[src/rtl/pulse_train_gen_if.sv]
// Register/strobe bus of pulse_train_gen: shared write data, P/N readback, control strobes
// and the registered tick/busy/done outputs.
interface pulse_train_gen_if #(
    parameter int WIDTH = 8
);
    logic [WIDTH-1:0] data_in;
    logic [WIDTH-1:0] period_data_out;
    logic [WIDTH-1:0] count_data_out;
    logic             period_load;
    logic             count_load;
    logic             start;
    logic             stop;
    logic             tick_out;
    logic             busy;
    logic             done;

    modport master (
        output data_in, period_load, count_load, start, stop,
        input  period_data_out, count_data_out, tick_out, busy, done
    );

    modport slave (
        input  data_in, period_load, count_load, start, stop,
        output period_data_out, count_data_out, tick_out, busy, done
    );
endinterface

[src/rtl/pulse_train_gen.sv]
// Programmable pulse-train source: N pulses of max(P,2) cycles each on tick_out, then done.
// Optional macro PULSE_GEN_AUTORELOAD_EN reloads N from the last loaded count and runs until stop.
module pulse_train_gen #(
    parameter int WIDTH = 8
) (
    input  logic              sysclk,
    input  logic              sysreset_n,
    pulse_train_gen_if.slave  bus
);
    typedef enum logic [1:0] {S_IDLE, S_HIGH, S_LOW} state_t;

    state_t           r_state;
    state_t           w_state_nx;
    logic [WIDTH-1:0] r_p;
    logic [WIDTH-1:0] r_n;
    logic [WIDTH-1:0] r_pe;
    logic [WIDTH-1:0] r_phase;
    logic             r_tick;
    logic             r_busy;
    logic             r_done;
`ifdef PULSE_GEN_AUTORELOAD_EN
    logic [WIDTH-1:0] r_n0;
`endif

    logic [WIDTH-1:0] w_pe_cur;
    logic [WIDTH-1:0] w_n_nx;
    logic [WIDTH-1:0] w_n_base;
    logic [WIDTH-1:0] w_pe_nx;
    logic [WIDTH-1:0] w_phase_nx;
    logic             w_phase_end;
    logic             w_start_pulse;
    logic             w_done_nx;

    assign w_pe_cur    = (r_p < WIDTH'(2)) ? WIDTH'(2) : r_p;
    assign w_phase_end = (r_phase == WIDTH'(1));

    always_comb begin
        w_state_nx    = r_state;
        w_n_base      = r_n;
        w_n_nx        = r_n;
        w_pe_nx       = r_pe;
        w_phase_nx    = r_phase;
        w_start_pulse = 1'b0;
        w_done_nx     = 1'b0;
        case (r_state)
            S_IDLE: begin
                if (bus.start && !bus.stop && (r_n != '0))
                    w_start_pulse = 1'b1;
            end
            S_HIGH: begin
                if (bus.stop) begin
                    w_state_nx = S_IDLE;
                    w_phase_nx = '0;
                end else if (w_phase_end) begin
                    w_state_nx = S_LOW;
                    w_phase_nx = r_pe - (r_pe >> 1);
                end else begin
                    w_phase_nx = r_phase - WIDTH'(1);
                end
            end
            S_LOW: begin
                if (bus.stop) begin
                    w_state_nx = S_IDLE;
                    w_phase_nx = '0;
                end else if (w_phase_end) begin
                    if (r_n != '0) begin
                        w_start_pulse = 1'b1;
`ifdef PULSE_GEN_AUTORELOAD_EN
                    end else if (r_n0 != '0) begin
                        // done still strobes, but the next pulse follows with no gap
                        w_done_nx     = 1'b1;
                        w_n_base      = r_n0;
                        w_start_pulse = 1'b1;
`endif
                    end else begin
                        w_state_nx = S_IDLE;
                        w_phase_nx = '0;
                        w_done_nx  = 1'b1;
                    end
                end else begin
                    w_phase_nx = r_phase - WIDTH'(1);
                end
            end
            default: begin
                w_state_nx = S_IDLE;
                w_phase_nx = '0;
            end
        endcase

        // Pulse start: shadow Pe so mid-pulse period writes only affect later pulses
        if (w_start_pulse) begin
            w_state_nx = S_HIGH;
            w_pe_nx    = w_pe_cur;
            w_phase_nx = w_pe_cur >> 1;
            w_n_nx     = w_n_base - WIDTH'(1);
        end
        if (bus.count_load)
            w_n_nx = bus.data_in;
    end

    always_ff @(posedge sysclk) begin
        if (!sysreset_n) begin
            r_state <= S_IDLE;
            r_p     <= '0;
            r_n     <= '0;
            r_pe    <= '0;
            r_phase <= '0;
            r_tick  <= 1'b0;
            r_busy  <= 1'b0;
            r_done  <= 1'b0;
        end else begin
            r_state <= w_state_nx;
            r_n     <= w_n_nx;
            r_pe    <= w_pe_nx;
            r_phase <= w_phase_nx;
            r_tick  <= (w_state_nx == S_HIGH);
            r_busy  <= (w_state_nx != S_IDLE);
            r_done  <= w_done_nx;
            if (bus.period_load)
                r_p <= bus.data_in;
        end
    end

`ifdef PULSE_GEN_AUTORELOAD_EN
    always_ff @(posedge sysclk) begin
        if (!sysreset_n)
            r_n0 <= '0;
        else if (bus.count_load)
            r_n0 <= bus.data_in;
    end
`endif

    assign bus.period_data_out = r_p;
    assign bus.count_data_out  = r_n;
    assign bus.tick_out        = r_tick;
    assign bus.busy            = r_busy;
    assign bus.done            = r_done;
endmodule

[src/flat_wrapper.sv]
// flat-port wrapper written by rule: the top's interface ports become plain ports
module pulse_train_gen_flat 
#(
    parameter int WIDTH = 8
)
  (sysclk, sysreset_n, bus_data_in, bus_period_load, bus_count_load, bus_start, bus_stop, bus_period_data_out, bus_count_data_out, bus_tick_out, bus_busy, bus_done);
  pulse_train_gen_if #(.WIDTH(WIDTH)) bus_i ();
  input  logic sysclk;
  input  logic sysreset_n;
  input wire logic [$bits(bus_i.data_in)-1:0] bus_data_in;
  input wire logic [$bits(bus_i.period_load)-1:0] bus_period_load;
  input wire logic [$bits(bus_i.count_load)-1:0] bus_count_load;
  input wire logic [$bits(bus_i.start)-1:0] bus_start;
  input wire logic [$bits(bus_i.stop)-1:0] bus_stop;
  output wire logic [$bits(bus_i.period_data_out)-1:0] bus_period_data_out;
  output wire logic [$bits(bus_i.count_data_out)-1:0] bus_count_data_out;
  output wire logic [$bits(bus_i.tick_out)-1:0] bus_tick_out;
  output wire logic [$bits(bus_i.busy)-1:0] bus_busy;
  output wire logic [$bits(bus_i.done)-1:0] bus_done;
  assign bus_i.data_in = bus_data_in;
  assign bus_i.period_load = bus_period_load;
  assign bus_i.count_load = bus_count_load;
  assign bus_i.start = bus_start;
  assign bus_i.stop = bus_stop;
  assign bus_period_data_out = bus_i.period_data_out;
  assign bus_count_data_out = bus_i.count_data_out;
  assign bus_tick_out = bus_i.tick_out;
  assign bus_busy = bus_i.busy;
  assign bus_done = bus_i.done;
  pulse_train_gen #(.WIDTH(WIDTH)) u_core (.sysclk(sysclk), .sysreset_n(sysreset_n), .bus(bus_i));
endmodule
[config.mk]
export PLATFORM = sky130hd
export DESIGN_NAME = pulse_train_gen_flat
export DESIGN_NICKNAME = d
export VERILOG_FILES = /design/src/rtl/pulse_train_gen_if.sv /design/src/rtl/pulse_train_gen.sv /design/src/flat_wrapper.sv
export SDC_FILE = /design/constraint.sdc
export NUM_CORES = 1
export LEC_CHECK = 0
export CORE_MARGIN = 4
export CORE_UTILIZATION = 55
export CTS_CLUSTER_DIAMETER = 60
export DETAILED_ROUTE_END_ITERATION = 8
export GPL_ROUTABILITY_DRIVEN = 0
export PLACE_DENSITY = 0.91
export SYNTH_ARGS = -nofsm -noshare
export SYNTH_HDL_FRONTEND = slang
export SYNTH_SLANG_ARGS = --single-unit
[constraint.sdc]
create_clock -name sysclk -period 3 [get_ports sysclk]
set_clock_uncertainty 0.2 [all_clocks]
set_input_delay 0.6 -clock sysclk [delete_from_list [all_inputs] [get_ports sysclk]]
set_output_delay 0.6 -clock sysclk [all_outputs]
set_load 0.02 [all_outputs]
==> metrics.md <==
| Metric | Value |
|---|---|
| Vias in the first global route | `2106` |
| Unrepaired setup endpoints after global routing | `no` |
| Setup violators final | `0` |
| Multi-input gate area | `between 0.001 and 0.0015 mm2` |
| Initial antenna violation count | `0` |
| CTS Buffer Depth | `2` |
| Post-CTS setup buffers | `0` |
| Drt pass-1 iters | `4` |
| Via count | `2102` |
| CTS Root Buffer Type | `clkbuf_8` |
| Post-synth EDFFs | `0` |
| Drc violations | `0` |
| WL met1 | `approximately 2600 um` |
| Crit share post-route | `a little under nine tenths` |
| Setup crit start kind | `input port` |
| R2r startpoint | `u_core.r_phase[3]$_SDFFE_PN0P_` |
| Routed WL | `around 5900 um` |
| Area delta synth->final | `20.56%` |
| Ant diodes | `0` |
| First-pass GRT wire length | `9998 um` |
| Clock share of power | `33.5%` |
| Pre-CTS setup slack | `0.2245 ns` |
| Post-route setup slack | `between 0.4 and 0.5 ns` |
| Prevailing post-synth register cell | `dfxtp_1` |
| Die height | `72.93 um` |
| CP Capture Type | `register` |
| Leak | `roughly 1.1 nW` |
| HP Start | `u_core.r_pe[0]$_SDFFE_PN0P_` |
| Worst-path fanout max | `5` |
| Max cap viols | `0` |
| DRT antenna net count | `0` |
| Post-CTS resize count | `0` |
| Post-route minimum period | `2.552 ns` |
| Seq. cell area | `around 740 um2` |
| Final Net Count | `329` |
| All-layer global routing usage | `24.13%` |
| Global route overflow | `0` |
| Least-Margin Pin Slew | `around 0.53 ns` |
| Critical path class | `input port to register` |
| Max Slew Vio Count | `0` |
| Layout filler cell count | `317` |
| WHS | `0.2662 ns` |
| Critical path arrival | `2.58 ns` |
| Clock transition at the registers of the reported paths | `roughly 0.080 ns` |
| CTS buffer count | `5` |
| R2R depth | `6` |
| Die area | `between 0.005 and 0.006 mm2` |
| Met3 WL | `roughly 390 um` |
| Largest net degree at the start of global routing | `25` |
| Mapped cell area | `between 0.002 and 0.0025 mm2` |
| Critical R2R Capture | `u_core.bus.tick_out$_SDFF_PN0_` |
| Clock tree from TritonCTS | `yes` |
| Switching power | `0.4251 mW` |
| Total Neg Setup Slack | `0 ns` |
| Syn nets | `295` |
| H-Tree Depth | `2` |
| Final Hold Violating Endpoints | `0` |
| I/O pins | `33` |
| Later-pin clock latency in the skew report | `roughly 0.29 ns` |
| Fmax achieved | `391.9 MHz` |
| Input/output buffers | `32` |
| Wire per inst | `16.88 um` |
| Worst Hold Class | `register to register` |
| Setup crit start | `bus_stop` |
| Comb power frac | `26.2%` |
| Number of synthesized register bits | `37` |
| Vias per cell | `5.989` |
| DP Area | `0.002675 mm2` |
| Part of the power in registers | `around 40%` |
| Placed wire-length estimate | `between 4000 and 5000 um` |
| Final instance area | `0.002795 mm2` |
| Highest routed layer | `met4` |
| Initial DRC Count | `around 190` |
| Pint | `~0.95 mW` |
| Power Total | `1.379 mW` |
| Reg-to-reg setup timing slack | `0.49 ns` |
| Slew HR | `64.43%` |
| Initial core utilization | `57.55%` |
| Die Span X | `72.93 um` |
| Sequential share of the synthesized area | `31.95%` |
| Synth cell types | `54` |
| Share of layout cells above drive strength 1 | `8.306%` |
| # clock sinks | `37` |
| Rows | `23` |
| Area of the core | `0.004029 mm2` |
| Hold Path Sink | `u_core.r_pe[0]$_SDFFE_PN0P_` |
| Mapped Avg Cell Area | `8.716 um2` |
| Met2 routed WL | `2808 um` |
| YS warnings | `0` |
| Post-CTS Hold Fix Bufs | `0` |
| Power density cells | `between 400 and 500 mW/mm2` |
| Sw Ratio | `30.82%` |
| Mapped Cells | `266` |
| Outcome | `complete, no violations` |
| Critical Path RT | `just over 3 ns` |
| Worst vdd ir | `0.3815 mV` |
| Asr flop ratio synth | `0%` |
| Worst hold stages | `2` |
-- cell usage after synthesis (all sizes together), types with 4 or more instances --
| cell | instances | area (um2) |
|---|---|---|
| nand3 | 10 | 50.05 |
| nor3b | 4 | 35.03 |
| nor2b | 10 | 62.56 |
| xor2 | 4 | 35.03 |
| dfxtp | 37 | 740.7 |
| o21ai | 15 | 75.07 |
| nor2 | 11 | 41.29 |
| ha | 14 | 175.2 |
| clkbuf | 5 | 18.77 |
| a21boi | 9 | 67.56 |
| a221oi | 4 | 35.03 |
| mux2i | 8 | 80.08 |
| inv | 19 | 71.32 |
| a21oi | 19 | 95.09 |
| nand2 | 28 | 105.1 |
| nand2b | 6 | 37.54 |
| xnor2 | 13 | 113.9 |
| nor3 | 7 | 56.31 |
-- layout by cell type, fill, tap and decap left out, types with 3 or more instances in the layout --
| cell type | instances |
|---|---|
| a211oi_1 | 3 |
| a21boi_1 | 7 |
| a21oi_1 | 19 |
| a221oi_1 | 4 |
| buf_4 | 3 |
| clkbuf_8 | 6 |
| clkdlybuf4s50_1 | 32 |
| dfxtp_1 | 37 |
| ha_1 | 14 |
| inv_1 | 19 |
| mux2i_1 | 8 |
| nand2_1 | 28 |
| nand2b_1 | 6 |
| nand3_1 | 10 |
| nor2_1 | 11 |
| nor2b_1 | 10 |
| nor3_1 | 4 |
| nor3b_1 | 3 |
| o21ai_0 | 9 |
| o21ai_1 | 6 |
| o22ai_1 | 3 |
| xnor2_1 | 13 |
| xor2_1 | 4 |
-- sequential cells by signal, indices dropped and copies added, names as in the netlist --
signal                      flops
u_core.bus.busy                 1
u_core.bus.count_data_out       8
u_core.bus.done                 1
u_core.bus.period_data_out      8
u_core.bus.tick_out             1
u_core.r_pe                     8
u_core.r_phase                  8
u_core.r_state                  2
-- how the worst max path moves through the flow --
stage,endpoint,slack [ns],depth (start not counted)
6_report,u_core.r_phase[2]$_SDFFE_PN0P_,0.45,7
2_1_floorplan,u_core.r_phase[5]$_SDFFE_PN0P_,0.83,8
4_1_cts,u_core.r_phase[7]$_SDFFE_PP0P_,0.49,7
3_3_place_gp,u_core.r_phase[7]$_SDFFE_PP0P_,0.28,7
3_5_place_dp,u_core.r_phase[7]$_SDFFE_PP0P_,0.22,7
5_1_grt,u_core.bus.tick_out$_SDFF_PN0_,0.32,8
-- cell families (layout without fill, tap and decap cells) --
| logic type | count (synthesis) | after routing | synth area share [%] |
|---|---|---|---|
| adder cells (fa/ha/maj) | 15 | 15 | 8.419 |
| AO/OA/AOI/OAI | 73 | 73 | 22.94 |
| XOR/XNOR | 17 | 17 | 6.422 |
| flip-flops | 37 | 37 | 31.95 |
| buffers and inverters | 27 | 62 | 5.181 |
| AND/OR/NAND/NOR | 89 | 89 | 21.64 |
| multiplexers | 8 | 8 | 3.454 |
-- metrics by stage --
| stage | util (%) | std cells |
|---|---|---|
| final | 69.38 | 351 |
| after global placement | 66.40 | 343 |
| after detailed placement | 66.40 | 343 |
| after floorplan | - | 266 |
| after CTS | 69.38 | 351 |
| after global routing | 69.38 | 351 |
-- layer usage --
| layer | track usage, % | up-vias |
|---|---|---|
| met3 | 5.372 | 15 |
| met4 | 10.25 | 0 |
| met2 | 39.38 | 94 |
| li1 | - | 1014 |
| met1 | 30.53 | 979 |
| met5 | 0 | - |
-- critical path, stage by stage --
cell and delay [ns]:
clkdlybuf4s50_1 0.52, nor2b_1 0.43, a21boi_0 0.30, o221ai_2 0.20, a221oi_1 0.29, a21oi_1 0.08
a21oi_1 0.15
-- layout make-up --
type / instances / share of cell area, %
Clock buffer: 6 / 2.954
Tap cell: 50 / 2.238
Multi-Input combinational cell: 202 / 52.15
Inverter: 19 / 2.551
Sequential cell: 37 / 26.50
Clock inverter: 2 / 1.343
Timing Repair Buffer: 35 / 12.27
-- power groups by stage --
stage          logic, mW  clock network (mW)  registers (mW)
5_1_grt            0.395               0.485           0.560
4_1_cts            0.359               0.466           0.555
2_1_floorplan      0.230                   0           0.580
3_5_place_dp       0.351                   0           0.566
3_3_place_gp       0.343                   0           0.565
6_report           0.361               0.462           0.556
(Power assumes the default switching activity.)
